$ cat src/rtl/exec_unit_if.sv
// Execute-stage handshake and operand/result bundle between the control path
// (master) and the execute unit (slave).
interface exec_unit_if #(
  parameter int WIDTH = 32
);
  logic             start;
  logic [2:0]       ALUOperation;
  logic [5:0]       instFunc;
  logic             rType;
  logic [WIDTH-1:0] opA;
  logic [WIDTH-1:0] opB;
  logic [WIDTH-1:0] result;
  logic             zero;
  logic             busy;
  logic             done;
  logic [WIDTH-1:0] hi;
  logic [WIDTH-1:0] lo;

  modport master (
    output start, ALUOperation, instFunc, rType, opA, opB,
    input  result, zero, busy, done, hi, lo
  );

  modport slave (
    input  start, ALUOperation, instFunc, rType, opA, opB,
    output result, zero, busy, done, hi, lo
  );
endinterface

$ cat src/rtl/exec_unit.sv
// Execute unit: single-cycle ALU ops, MFHI/MFLO, and an iterative signed shift-add MULT into HI/LO.
// Optional macro EXEC_UNIT_MULTU_EN adds unsigned MULTU (funct 011001) on the same multiply FSM.
module exec_unit #(
  parameter int WIDTH = 32
) (
  input  logic        clk,
  input  logic        rst,
  exec_unit_if.slave  bus
);
  localparam int CW = $clog2(WIDTH) + 1;

  typedef enum logic [1:0] {IDLE, MUL, SIGN} state_t;

  state_t             state_reg, state_next;
  logic [WIDTH-1:0]   result_reg, result_next;
  logic [WIDTH-1:0]   hi_reg, hi_next;
  logic [WIDTH-1:0]   lo_reg, lo_next;
  logic [WIDTH-1:0]   mplier_reg, mplier_next;
  logic [2*WIDTH-1:0] mcand_reg, mcand_next;
  logic [2*WIDTH-1:0] prod_reg, prod_next;
  logic [CW-1:0]      cnt_reg, cnt_next;
  logic               zero_reg, zero_next;
  logic               busy_reg, busy_next;
  logic               done_reg, done_next;
  logic               neg_reg, neg_next;

  logic               accept, is_mult, is_multu, is_mfhi, is_mflo, slt;
  logic [WIDTH-1:0]   and_v, or_v, xor_v, alu_res, sel_res, abs_a, abs_b;

  assign accept  = bus.start && (state_reg == IDLE);
  assign is_mult = bus.rType && (bus.instFunc == 6'b011000);
  assign is_mfhi = bus.rType && (bus.instFunc == 6'b010000);
  assign is_mflo = bus.rType && (bus.instFunc == 6'b010010);
`ifdef EXEC_UNIT_MULTU_EN
  assign is_multu = bus.rType && (bus.instFunc == 6'b011001);
`else
  assign is_multu = 1'b0;
`endif

  genvar gi;
  generate
    for (gi = 0; gi < WIDTH; gi++) begin : g_bit
      assign and_v[gi] = bus.opA[gi] & bus.opB[gi];
      assign or_v[gi]  = bus.opA[gi] | bus.opB[gi];
      assign xor_v[gi] = bus.opA[gi] ^ bus.opB[gi];
    end
  endgenerate

  assign slt = $signed(bus.opA) < $signed(bus.opB);

  // The most negative input negates to itself, which read unsigned is exactly 2^(WIDTH-1).
  assign abs_a = bus.opA[WIDTH-1] ? (~bus.opA + WIDTH'(1)) : bus.opA;
  assign abs_b = bus.opB[WIDTH-1] ? (~bus.opB + WIDTH'(1)) : bus.opB;

  always_comb begin
    alu_res = '0;
    case (bus.ALUOperation)
      3'b000:  alu_res = and_v;
      3'b001:  alu_res = or_v;
      3'b011:  alu_res = xor_v;
      3'b010:  alu_res = bus.opA + bus.opB;
      3'b110:  alu_res = bus.opA - bus.opB;
      3'b111:  alu_res = {{(WIDTH-1){1'b0}}, slt};
      default: alu_res = '0;
    endcase
  end

  always_comb begin
    sel_res = alu_res;
    if (is_mfhi)
      sel_res = hi_reg;
    else if (is_mflo)
      sel_res = lo_reg;
  end

  always_comb begin
    state_next  = state_reg;
    result_next = result_reg;
    zero_next   = zero_reg;
    hi_next     = hi_reg;
    lo_next     = lo_reg;
    mplier_next = mplier_reg;
    mcand_next  = mcand_reg;
    prod_next   = prod_reg;
    cnt_next    = cnt_reg;
    busy_next   = busy_reg;
    neg_next    = neg_reg;
    done_next   = 1'b0;

    case (state_reg)
      IDLE: begin
        if (accept) begin
          if (is_mult || is_multu) begin
            mcand_next  = {{WIDTH{1'b0}}, (is_multu ? bus.opA : abs_a)};
            mplier_next = is_multu ? bus.opB : abs_b;
            neg_next    = is_multu ? 1'b0 : (bus.opA[WIDTH-1] ^ bus.opB[WIDTH-1]);
            prod_next   = '0;
            cnt_next    = '0;
            busy_next   = 1'b1;
            state_next  = MUL;
          end else begin
            result_next = sel_res;
            zero_next   = (sel_res == '0);
            done_next   = 1'b1;
          end
        end
      end
      MUL: begin
        if (mplier_reg[0])
          prod_next = prod_reg + mcand_reg;
        mcand_next  = {mcand_reg[2*WIDTH-2:0], 1'b0};
        mplier_next = {1'b0, mplier_reg[WIDTH-1:1]};
        cnt_next    = cnt_reg + CW'(1);
        if (cnt_reg == CW'(WIDTH-1))
          state_next = SIGN;
      end
      SIGN: begin
        {hi_next, lo_next} = neg_reg ? (~prod_reg + (2*WIDTH)'(1)) : prod_reg;
        busy_next  = 1'b0;
        done_next  = 1'b1;
        state_next = IDLE;
      end
      default: state_next = IDLE;
    endcase
  end

  always_ff @(posedge clk or negedge rst) begin
    if (!rst) begin
      state_reg  <= IDLE;
      result_reg <= '0;
      zero_reg   <= 1'b1;
      hi_reg     <= '0;
      lo_reg     <= '0;
      mplier_reg <= '0;
      mcand_reg  <= '0;
      prod_reg   <= '0;
      cnt_reg    <= '0;
      busy_reg   <= 1'b0;
      done_reg   <= 1'b0;
      neg_reg    <= 1'b0;
    end else begin
      state_reg  <= state_next;
      result_reg <= result_next;
      zero_reg   <= zero_next;
      hi_reg     <= hi_next;
      lo_reg     <= lo_next;
      mplier_reg <= mplier_next;
      mcand_reg  <= mcand_next;
      prod_reg   <= prod_next;
      cnt_reg    <= cnt_next;
      busy_reg   <= busy_next;
      done_reg   <= done_next;
      neg_reg    <= neg_next;
    end
  end

  assign bus.result = result_reg;
  assign bus.zero   = zero_reg;
  assign bus.busy   = busy_reg;
  assign bus.done   = done_reg;
  assign bus.hi     = hi_reg;
  assign bus.lo     = lo_reg;
endmodule

$ cat src/flat_wrapper.sv
// flat-port wrapper written by rule: the top's interface ports become plain ports
module exec_unit_flat 
#(
  parameter int WIDTH = 32
)
  (clk, rst, bus_start, bus_ALUOperation, bus_instFunc, bus_rType, bus_opA, bus_opB, bus_result, bus_zero, bus_busy, bus_done, bus_hi, bus_lo);
  exec_unit_if #(.WIDTH(WIDTH)) bus_i ();
  input  logic clk;
  input  logic rst;
  input wire logic [$bits(bus_i.start)-1:0] bus_start;
  input wire logic [$bits(bus_i.ALUOperation)-1:0] bus_ALUOperation;
  input wire logic [$bits(bus_i.instFunc)-1:0] bus_instFunc;
  input wire logic [$bits(bus_i.rType)-1:0] bus_rType;
  input wire logic [$bits(bus_i.opA)-1:0] bus_opA;
  input wire logic [$bits(bus_i.opB)-1:0] bus_opB;
  output wire logic [$bits(bus_i.result)-1:0] bus_result;
  output wire logic [$bits(bus_i.zero)-1:0] bus_zero;
  output wire logic [$bits(bus_i.busy)-1:0] bus_busy;
  output wire logic [$bits(bus_i.done)-1:0] bus_done;
  output wire logic [$bits(bus_i.hi)-1:0] bus_hi;
  output wire logic [$bits(bus_i.lo)-1:0] bus_lo;
  assign bus_i.start = bus_start;
  assign bus_i.ALUOperation = bus_ALUOperation;
  assign bus_i.instFunc = bus_instFunc;
  assign bus_i.rType = bus_rType;
  assign bus_i.opA = bus_opA;
  assign bus_i.opB = bus_opB;
  assign bus_result = bus_i.result;
  assign bus_zero = bus_i.zero;
  assign bus_busy = bus_i.busy;
  assign bus_done = bus_i.done;
  assign bus_hi = bus_i.hi;
  assign bus_lo = bus_i.lo;
  exec_unit #(.WIDTH(WIDTH)) u_core (.clk(clk), .rst(rst), .bus(bus_i));
endmodule
$ cat config.mk
export PLATFORM = sky130hd
export DESIGN_NAME = exec_unit_flat
export DESIGN_NICKNAME = d
export VERILOG_FILES = /design/src/rtl/exec_unit_if.sv /design/src/rtl/exec_unit.sv /design/src/flat_wrapper.sv
export SDC_FILE = /design/constraint.sdc
export NUM_CORES = 1
export LEC_CHECK = 0
export ABC_CLOCK_PERIOD_IN_PS = 3950
export CAP_MARGIN = 20
export CORE_MARGIN = 4
export CORE_UTILIZATION = 50
export CTS_CLUSTER_DIAMETER = 150
export CTS_CLUSTER_SIZE = 12
export DETAILED_ROUTE_END_ITERATION = 12
export PLACE_DENSITY = 0.78
export SYNTH_ARGS = -nofsm -noshare
export SYNTH_HDL_FRONTEND = slang
export SYNTH_SLANG_ARGS = --single-unit
export TNS_END_PERCENT = 20
$ cat constraint.sdc
create_clock -name clk -period 3.95 [get_ports clk]
set_clock_uncertainty 0.1 [all_clocks]
set_input_delay 1.185 -clock clk [delete_from_list [all_inputs] [get_ports clk]]
set_output_delay 1.185 -clock clk [all_outputs]
set_load 0.05 [all_outputs]
==> impl_metrics.tcl, run 1 <==
set metrics [dict create \
    worst_slew_pin_slew_ps 1118 \
    first_pass_grt_wire_length_mm 159.8 \
    critical_path_required_ps 4340 \
    hold_path_depth 2 \
    worst_path_largest_cell_delay_ps 490 \
    vias_in_the_first_global_route 27087 \
    worst_r2r_startpoint "u_core.prod_reg[25]" \
    final.period_utilization_pct 102.2 \
    violations "setup timing" \
    timing.rr.end "u_core.bus.hi[27]" \
    rsz0062_at_grt "yes" \
    drtIter0Drc 2585 \
    numClockSinks 268 \
    chipWidth_um 222.5 \
    place_congestion 1.087 \
    final_common_cell "sky130_fd_sc_hd__buf_4" \
    syn-mean-instance-area_sq_um 7.714 \
    placement_rows 78 \
    worst_r2r_path_depth 10 \
    detail-route-antenna-nets 0 \
    top_level_pins 176 \
    cts-root-buf "sky130_fd_sc_hd__clkbuf_16" \
    timing.max_slew.rel_slack_pct 25.47 \
    power_leakage_nw 14.92 \
    grt.total_usage_pct 41.21 \
    grt_overflow_total 0 \
    die_area_sq_mm 0.04952 \
    synth_seq_cells 268 \
    drcViolationCount 0 \
    route.detailed.vias_per_inst 6.305 \
    synth_ff_type "sky130_fd_sc_hd__dfrtp_1" \
    placement.io_buffers 175 \
    maxCapViolCount 0 \
    layout.filler_cells 3535 \
    synthDistinctLibCells 79 \
    area_growth_syn_to_layout_pct 41.31 \
    vias 27173 \
    count_of_flip_flops_with_a_built_in_enable_after_synthesis 0 \
    asyncSetResetFlopFracSynth_pct 100.0 \
    finalCriticalPeriod_ps 4035 \
    hold_path.class "flop to flop" \
    floorplan.core_area_sq_mm 0.04548 \
    finalNetCount 3945 \
    finalMaxSlewViolations 0 \
    finalSetupViolCount 1 \
    critPathArrivalTime_ps 4420 \
    layout_common_cells "sky130_fd_sc_hd__buf_4 (666), sky130_fd_sc_hd__nand2_1 (428), sky130_fd_sc_hd__o21ai_0 (332)" \
    insertedDiodeCount 0 \
    grt_max_degree 130 \
    status "finished with violations" \
    rrSetupSlack_ps 70 \
    dp_area_sq_mm 0.02993 \
    timing.critical_path.mode_cell "sky130_fd_sc_hd__buf_4" \
    crit_path_cell_trace "clkdlybuf4s50_1 -> buf_4 -> buf_4 -> nand2b_1 -> a2bb2oi_1 -> o21ai_0 -> inv_1 -> mux2i_1 -> a211o_1 -> a211oi_2 -> nand4_1 -> nor4_2 -> buf_4 -> nand4_1 -> o31ai_1" \
    dr.pass1.iters 6 \
    critPathKind "primary input to flop" \
    number_of_clock_buffers_inserted_by_tritoncts 26 \
    synth_seq_area_share_pct 29.15 \
    post_drt_wl_per_cell_um 24.90 \
    cts_tree "done" \
    layout_setup_ws_ps -85.46 \
    postLayoutCellArea_sq_mm 0.03251 \
    peak_supply_drop_uv 586.4 \
    critical_path.startpoint_type "primary input" \
    worstHoldEndpoint "u_core.mplier_reg[29]" \
    initial_core_util_pct 50.59 \
    fin_total_pwr_mw 15.92 \
    synth_cells 2983 \
    grt_antenna_before_repair 3 \
    worst_path_max_delay_cell "sky130_fd_sc_hd__clkdlybuf4s50_1" \
    cts_max_path_buffers 3 \
    post_route_cells_drive_above_1_share_pct 28.44 \
    clk_transition_reported_paths_ps 70 \
    critical_path.max_fanout 6 \
    die-height_um 222.5 \
    max_clock_freq_ghz 0.2478 \
    post-route-util_pct 71.50 \
    worst_skew_pair.late_latency_ps 580 \
    cts-htree-levels 1 \
    post_synth_instance_area_sq_mm 0.02301 \
    post_cts_hold_buffer_count 0 \
    detail_placement_hpwl_mm 85.28 \
    setup_tns_after_final_layout_ps -85.46 \
    finalHoldViolations 0 \
    worst_hold_launch "u_core.mplier_reg[30]" \
    endpoint_kind "flop" \
    detail_route.wirelength_mm 107.3 \
    ys.warnings.count 0 \
    mappedNetlistNets 3230 \
    cellPowerDensity_mw_per_mm2 489.6 \
]
==> final cells by class <==
type | instances | area (sq um) | share of cell area [%]
inverters | 118 | 446.7 | 1.374
clock buffers | 37 | 691.9 | 2.128
multi-input cells | 2415 | 16720 | 51.43
clock inverters | 3 | 28.78 | 0.08851
flip-flops and latches | 268 | 6709 | 20.63
repair buffers | 869 | 7166 | 22.04
well taps | 600 | 750.7 | 2.309
==> worst max-delay path: cells and delay by family <==
kind / cells / cell delay [ps]
mux: 1 / 90
compound gates: 5 / 1230
simple gates: 4 / 720
buf+inv: 5 / 1180
==> cell usage after synthesis, drive strengths merged (14+ instances only) <==
library cell	instances	area, sq um
a211oi	30	225.2
a21o	57	427.9
a21oi	223	1116
a22oi	14	105.1
a31oi	22	137.6
buf	16	62.56
clkbuf	166	623.1
dfrtp	267	6681
ha	167	2090
inv	117	439.2
mux2	15	168.9
mux2i	26	260.3
nand2	437	1640
nand2b	38	237.7
nand3	85	425.4
nand4	39	244.0
nor2	210	788.3
nor2b	30	187.7
nor3	51	255.2
nor4	24	156.4
o211ai	19	142.6
o21a	20	150.1
o21ai	360	1802
o21bai	20	150.1
o31ai	54	419.2
o41ai	25	219.0
or2	15	96.35
or3	27	168.9
or4	15	127.6
xnor2	105	919.6
xor2	90	788.3
==> report_power, final <==
group | internal (mW) | switching, mW
Clock | 1.21 | 1.11
Combinational | 3.85 | 5.20
Sequential | 3.56 | 0.992
Total | 8.62 | 7.30
==> worst max-delay path by stage <==
stage / startpoint / endpoint / slack [ps]
3_3_place_gp: bus_opB[12] / u_core.bus.zero / -1320
2_1_floorplan: bus_opB[1] / u_core.bus.zero / 0.7
4_1_cts: bus_opA[1] / u_core.bus.zero / -50
3_5_place_dp: bus_opB[12] / u_core.bus.zero / -1440
5_1_grt: bus_opA[1] / u_core.bus.zero / -140
6_report: bus_ALUOperation[1] / u_core.bus.zero / -90
==> stage by stage <==
step                      setup WS (ps)  hold slack (ps)  instances
final                            -85.46            381.1       4310
after global routing             -144.5            402.0       4310
after CTS                        -48.26            384.5       4294
after detailed placement          -1440            368.2       4215
after global placement            -1322            358.2       4215
after floorplan                  0.7199            349.5       2983
==> timing repair <==
action                     4_1_cts  5_1_grt
setup endpoints to repair       31       40
gates resized for setup        270      142
setup buffers                   39       15
pin swaps                       73       57
==> metal layers <==
metal / share of wire, % / vias up / track usage, %
met5: 0.012 / - / 0
met4: 9.1 / 2 / 29.11
met3: 7.8 / 527 / 7.068
met2: 48 / 1553 / 71.37
met1: 35 / 12972 / 45.89
li1: - / 12119 / -
==> cell families after synthesis <==
family          synth area share, %
simple gates                  20.65
compound gates                26.47
buf+inv                       4.905
flops                         29.15
xor+xnor                      7.423
fa+ha+maj                     9.342
mux                           2.061
Note: power is estimated with default switching activity, not from simulation.
==> run 2: changes to the inputs <==
--- a/config.mk
+++ b/config.mk
@@ -5,14 +5,14 @@
 export SDC_FILE = /design/constraint.sdc
 export NUM_CORES = 1
 export LEC_CHECK = 0
+export ABC_AREA = 1
 export ABC_CLOCK_PERIOD_IN_PS = 3950
 export CAP_MARGIN = 20
-export CORE_MARGIN = 4
 export CORE_UTILIZATION = 50
 export CTS_CLUSTER_DIAMETER = 150
 export CTS_CLUSTER_SIZE = 12
 export DETAILED_ROUTE_END_ITERATION = 12
-export PLACE_DENSITY = 0.78
+export PLACE_DENSITY = 0.77
 export SYNTH_ARGS = -nofsm -noshare
 export SYNTH_HDL_FRONTEND = slang
 export SYNTH_SLANG_ARGS = --single-unit
==> impl_metrics.tcl, run 2 <==
set metrics [dict create \
    synth.top_cell.area_share_pct 27.26 \
    place_congestion 1.105 \
    numClockSinks 268 \
    cts-htree-levels 1 \
    power.share.sequential_pct 26.3 \
    synth_commonest_cells "sky130_fd_sc_hd__nand2_1 (1,040), sky130_fd_sc_hd__inv_1 (542), sky130_fd_sc_hd__nor2_1 (393)" \
    die_area_sq_mm 0.04992 \
    clkPwrFrac_pct 11.5 \
    critPathArrivalTime_ps 4350 \
    final.period_utilization_pct 99.74 \
    hold_path.class "flop to flop" \
    die-height_um 223.4 \
    finalHoldViolations 0 \
    floorplan.core_area_sq_mm 0.04805 \
    yosys.area.top_type "sky130_fd_sc_hd__dfrtp_1" \
    maxCapViolCount 0 \
    clk_transition_reported_paths_ps 70 \
    finalNetCount 4682 \
    synthDistinctLibCells 59 \
    mappedNetlistNets 4103 \
    syn-mean-instance-area_sq_um 6.357 \
    cts-root-buf "sky130_fd_sc_hd__clkbuf_16" \
    first_pass_grt_wire_length_mm 166.8 \
    number_of_clock_buffers_inserted_by_tritoncts 26 \
    vias_in_the_first_global_route 27273 \
    finalMaxSlewViolations 0 \
    power_switching_share_pct 53.83 \
    worst_skew_pair.late_latency_ps 570 \
    synth_ff_type "sky130_fd_sc_hd__dfrtp_1" \
    cts_tree "done" \
    post_route_cells_drive_above_1_share_pct 16.56 \
    initial_core_util_pct 51.02 \
    critPathKind "primary input to flop" \
    count_of_flip_flops_with_a_built_in_enable_after_synthesis 0 \
    synth_seq_cells 268 \
    synth_cells 3856 \
    layout.filler_cells 4414 \
    grt_max_degree 63 \
    peak_supply_drop_uv 652.6 \
    final_common_cell "sky130_fd_sc_hd__nand2_1" \
    placement.io_buffers 175 \
    dp_area_sq_mm 0.03053 \
    synth_most_common_cell "sky130_fd_sc_hd__nand2_1" \
    postLayoutCellArea_sq_mm 0.03185 \
    post_synth_instance_area_sq_mm 0.02451 \
    max_clock_freq_ghz 0.2538 \
    cts_max_path_buffers 3 \
    post_drt_wl_per_cell_um 22.19 \
    hold_slack_ps 367.0 \
    grt_antenna_before_repair 10 \
    critical_path_required_ps 4360 \
    detail-route-antenna-nets 0 \
    detail_placement_hpwl_mm 92.15 \
    ys.warnings.count 0 \
    synth_seq_area_share_pct 27.36 \
    finalSetupViolCount 0 \
    power.internal_mw 9.322 \
    detail_route.wirelength_mm 112.4 \
    critical_path.startpoint_type "primary input" \
    timing.max_slew.rel_slack_pct 30.40 \
    chipWidth_um 223.4 \
    status "finished clean" \
    grt_overflow_total 0 \
    switching_power_mw 10.87 \
    power.combinational.fraction_pct 62.2 \
    finalCriticalPeriod_ps 3940 \
    fin_total_pwr_mw 20.19 \
    post-route-util_pct 66.29 \
    dr.pass1.iters 8 \
    endpoint_kind "flop" \
    drtIter0Drc 3878 \
    vias 29527 \
    area_growth_syn_to_layout_pct 29.94 \
    top_level_pins 176 \
    worst_slew_pin_slew_ps 1043 \
    placement_rows 80 \
    setup_tns_after_final_layout_ps 0 \
    grt.total_usage_pct 44.32 \
    critical_path.max_fanout 7 \
    layout_common_cells "sky130_fd_sc_hd__nand2_1 (1,008), sky130_fd_sc_hd__inv_1 (533), sky130_fd_sc_hd__buf_4 (480)" \
    ys_top_cells_by_area "sky130_fd_sc_hd__dfrtp_1 (27%), sky130_fd_sc_hd__nand2_1 (16%), sky130_fd_sc_hd__ha_1 (8.5%)" \
    cellPowerDensity_mw_per_mm2 633.9 \
    power_leakage_nw 16.34 \
    route.detailed.vias_per_inst 5.832 \
    drcViolationCount 0 \
    asyncSetResetFlopFracSynth_pct 100.0 \
]
-- run 2: cell count changes in the layout (fill, tap and decap cells not counted), sizes merged, moves of 65 or more --
cell   before   now
nor2      210   406
o22ai      13    78
inv       116   550
xnor2     105    10
nand2     437  1043
nand3      85   220
buf       701   506
-- run 2: kinds of logic (layout without fill, tap and decap cells) --
kind of cell	Yosys count	count (layout)	share of synthesized area, %
other cells	0	3	0
xor+xnor	90	90	3.216
fa+ha+maj	170	170	8.769
compound gates	815	815	18.74
simple gates	1832	1832	31.23
flops	268	268	27.36
buf+inv	681	1270	10.68
-- run 2: layout make-up --
class	instances	area [sq um]	share of cell area [%]
multi-input combinational	2907	15750	49.46
sequential	268	6708	21.06
timing repair buffer	680	5819	18.27
inverter	552	2073	6.509
tap	615	769.5	2.416
clock buffer	36	709.4	2.227
clock inverter	2	12.51	0.03928
antenna	3	7.507	0.02357
-- run 2: stage by stage --
stage          cells  setup slack [ps]
4_1_cts         5057             4.500
5_1_grt         5060            -47.86
3_3_place_gp    5019            -686.7
6_report        5063             10.43
2_1_floorplan   3856             622.2
3_5_place_dp    5019            -710.5
-- run 2: metal layers --
metal | vias to the layer above | GRT usage [%] | wire length, um
met5 | - | 0 | 103
met4 | 16 | 17.50 | 5275
met3 | 279 | 10.35 | 14450
met2 | 1883 | 63.27 | 45270
met1 | 13583 | 64.05 | 47260
li1 | 13766 | - | -
-- run 2: critical path, cell delays in order --
cell	delay, ps
sky130_fd_sc_hd__clkdlybuf4s50_1	510
sky130_fd_sc_hd__inv_1	100
sky130_fd_sc_hd__ha_4	280
sky130_fd_sc_hd__buf_4	150
sky130_fd_sc_hd__inv_1	60
sky130_fd_sc_hd__nand2_1	60
sky130_fd_sc_hd__nand2_1	100
sky130_fd_sc_hd__inv_1	80
sky130_fd_sc_hd__nand3_1	140
sky130_fd_sc_hd__buf_4	190
sky130_fd_sc_hd__nand2_1	70
sky130_fd_sc_hd__nand3_2	150
sky130_fd_sc_hd__o21ai_2	180
sky130_fd_sc_hd__nand3_2	120
sky130_fd_sc_hd__nand2_1	120
sky130_fd_sc_hd__nand2_1	120
sky130_fd_sc_hd__nand2_1	120
sky130_fd_sc_hd__nand2_1	70
sky130_fd_sc_hd__nor2_1	140
sky130_fd_sc_hd__nand2_1	100
sky130_fd_sc_hd__nor2_2	140
sky130_fd_sc_hd__nand3_1	90
sky130_fd_sc_hd__nand2_1	80
-- run 2: repair_timing --
| action | in CTS | in global routing |
|---|---|---|
| resized for setup | 18 | 138 |
| hold buffers | 0 | 0 |
| buffers inserted | 0 | 3 |
| pin swaps | 2 | 24 |
| endpoints found under the setup margin | 2 | 17 |
-- run 2: worst paths after layout --
check                                   endpoint  slack (ps)           startpoint  cells past startpoint
setup / recovery                 u_core.bus.zero          10           bus_opB[4]                     23
hold / removal               u_core.state_reg[1]         370    u_core.cnt_reg[5]                      1
setup reg to reg             u_core.prod_reg[62]          60  u_core.mcand_reg[0]                     14
hold reg to reg              u_core.state_reg[1]         370    u_core.cnt_reg[5]                      1
max in group asynchronous   u_core.mcand_reg[48]        2500                  rst                      2
min in group asynchronous  u_core.mplier_reg[22]         430                  rst                      1
-- run 2: power groups by stage --
stage	combinational, mW	clock, mW	sequential [mW]
6_report	12.6	2.32	5.31
3_5_place_dp	12.0	0	5.23
3_3_place_gp	11.8	0	5.21
4_1_cts	12.1	2.34	5.19
2_1_floorplan	6.67	0	5.75
5_1_grt	13.5	2.44	5.33
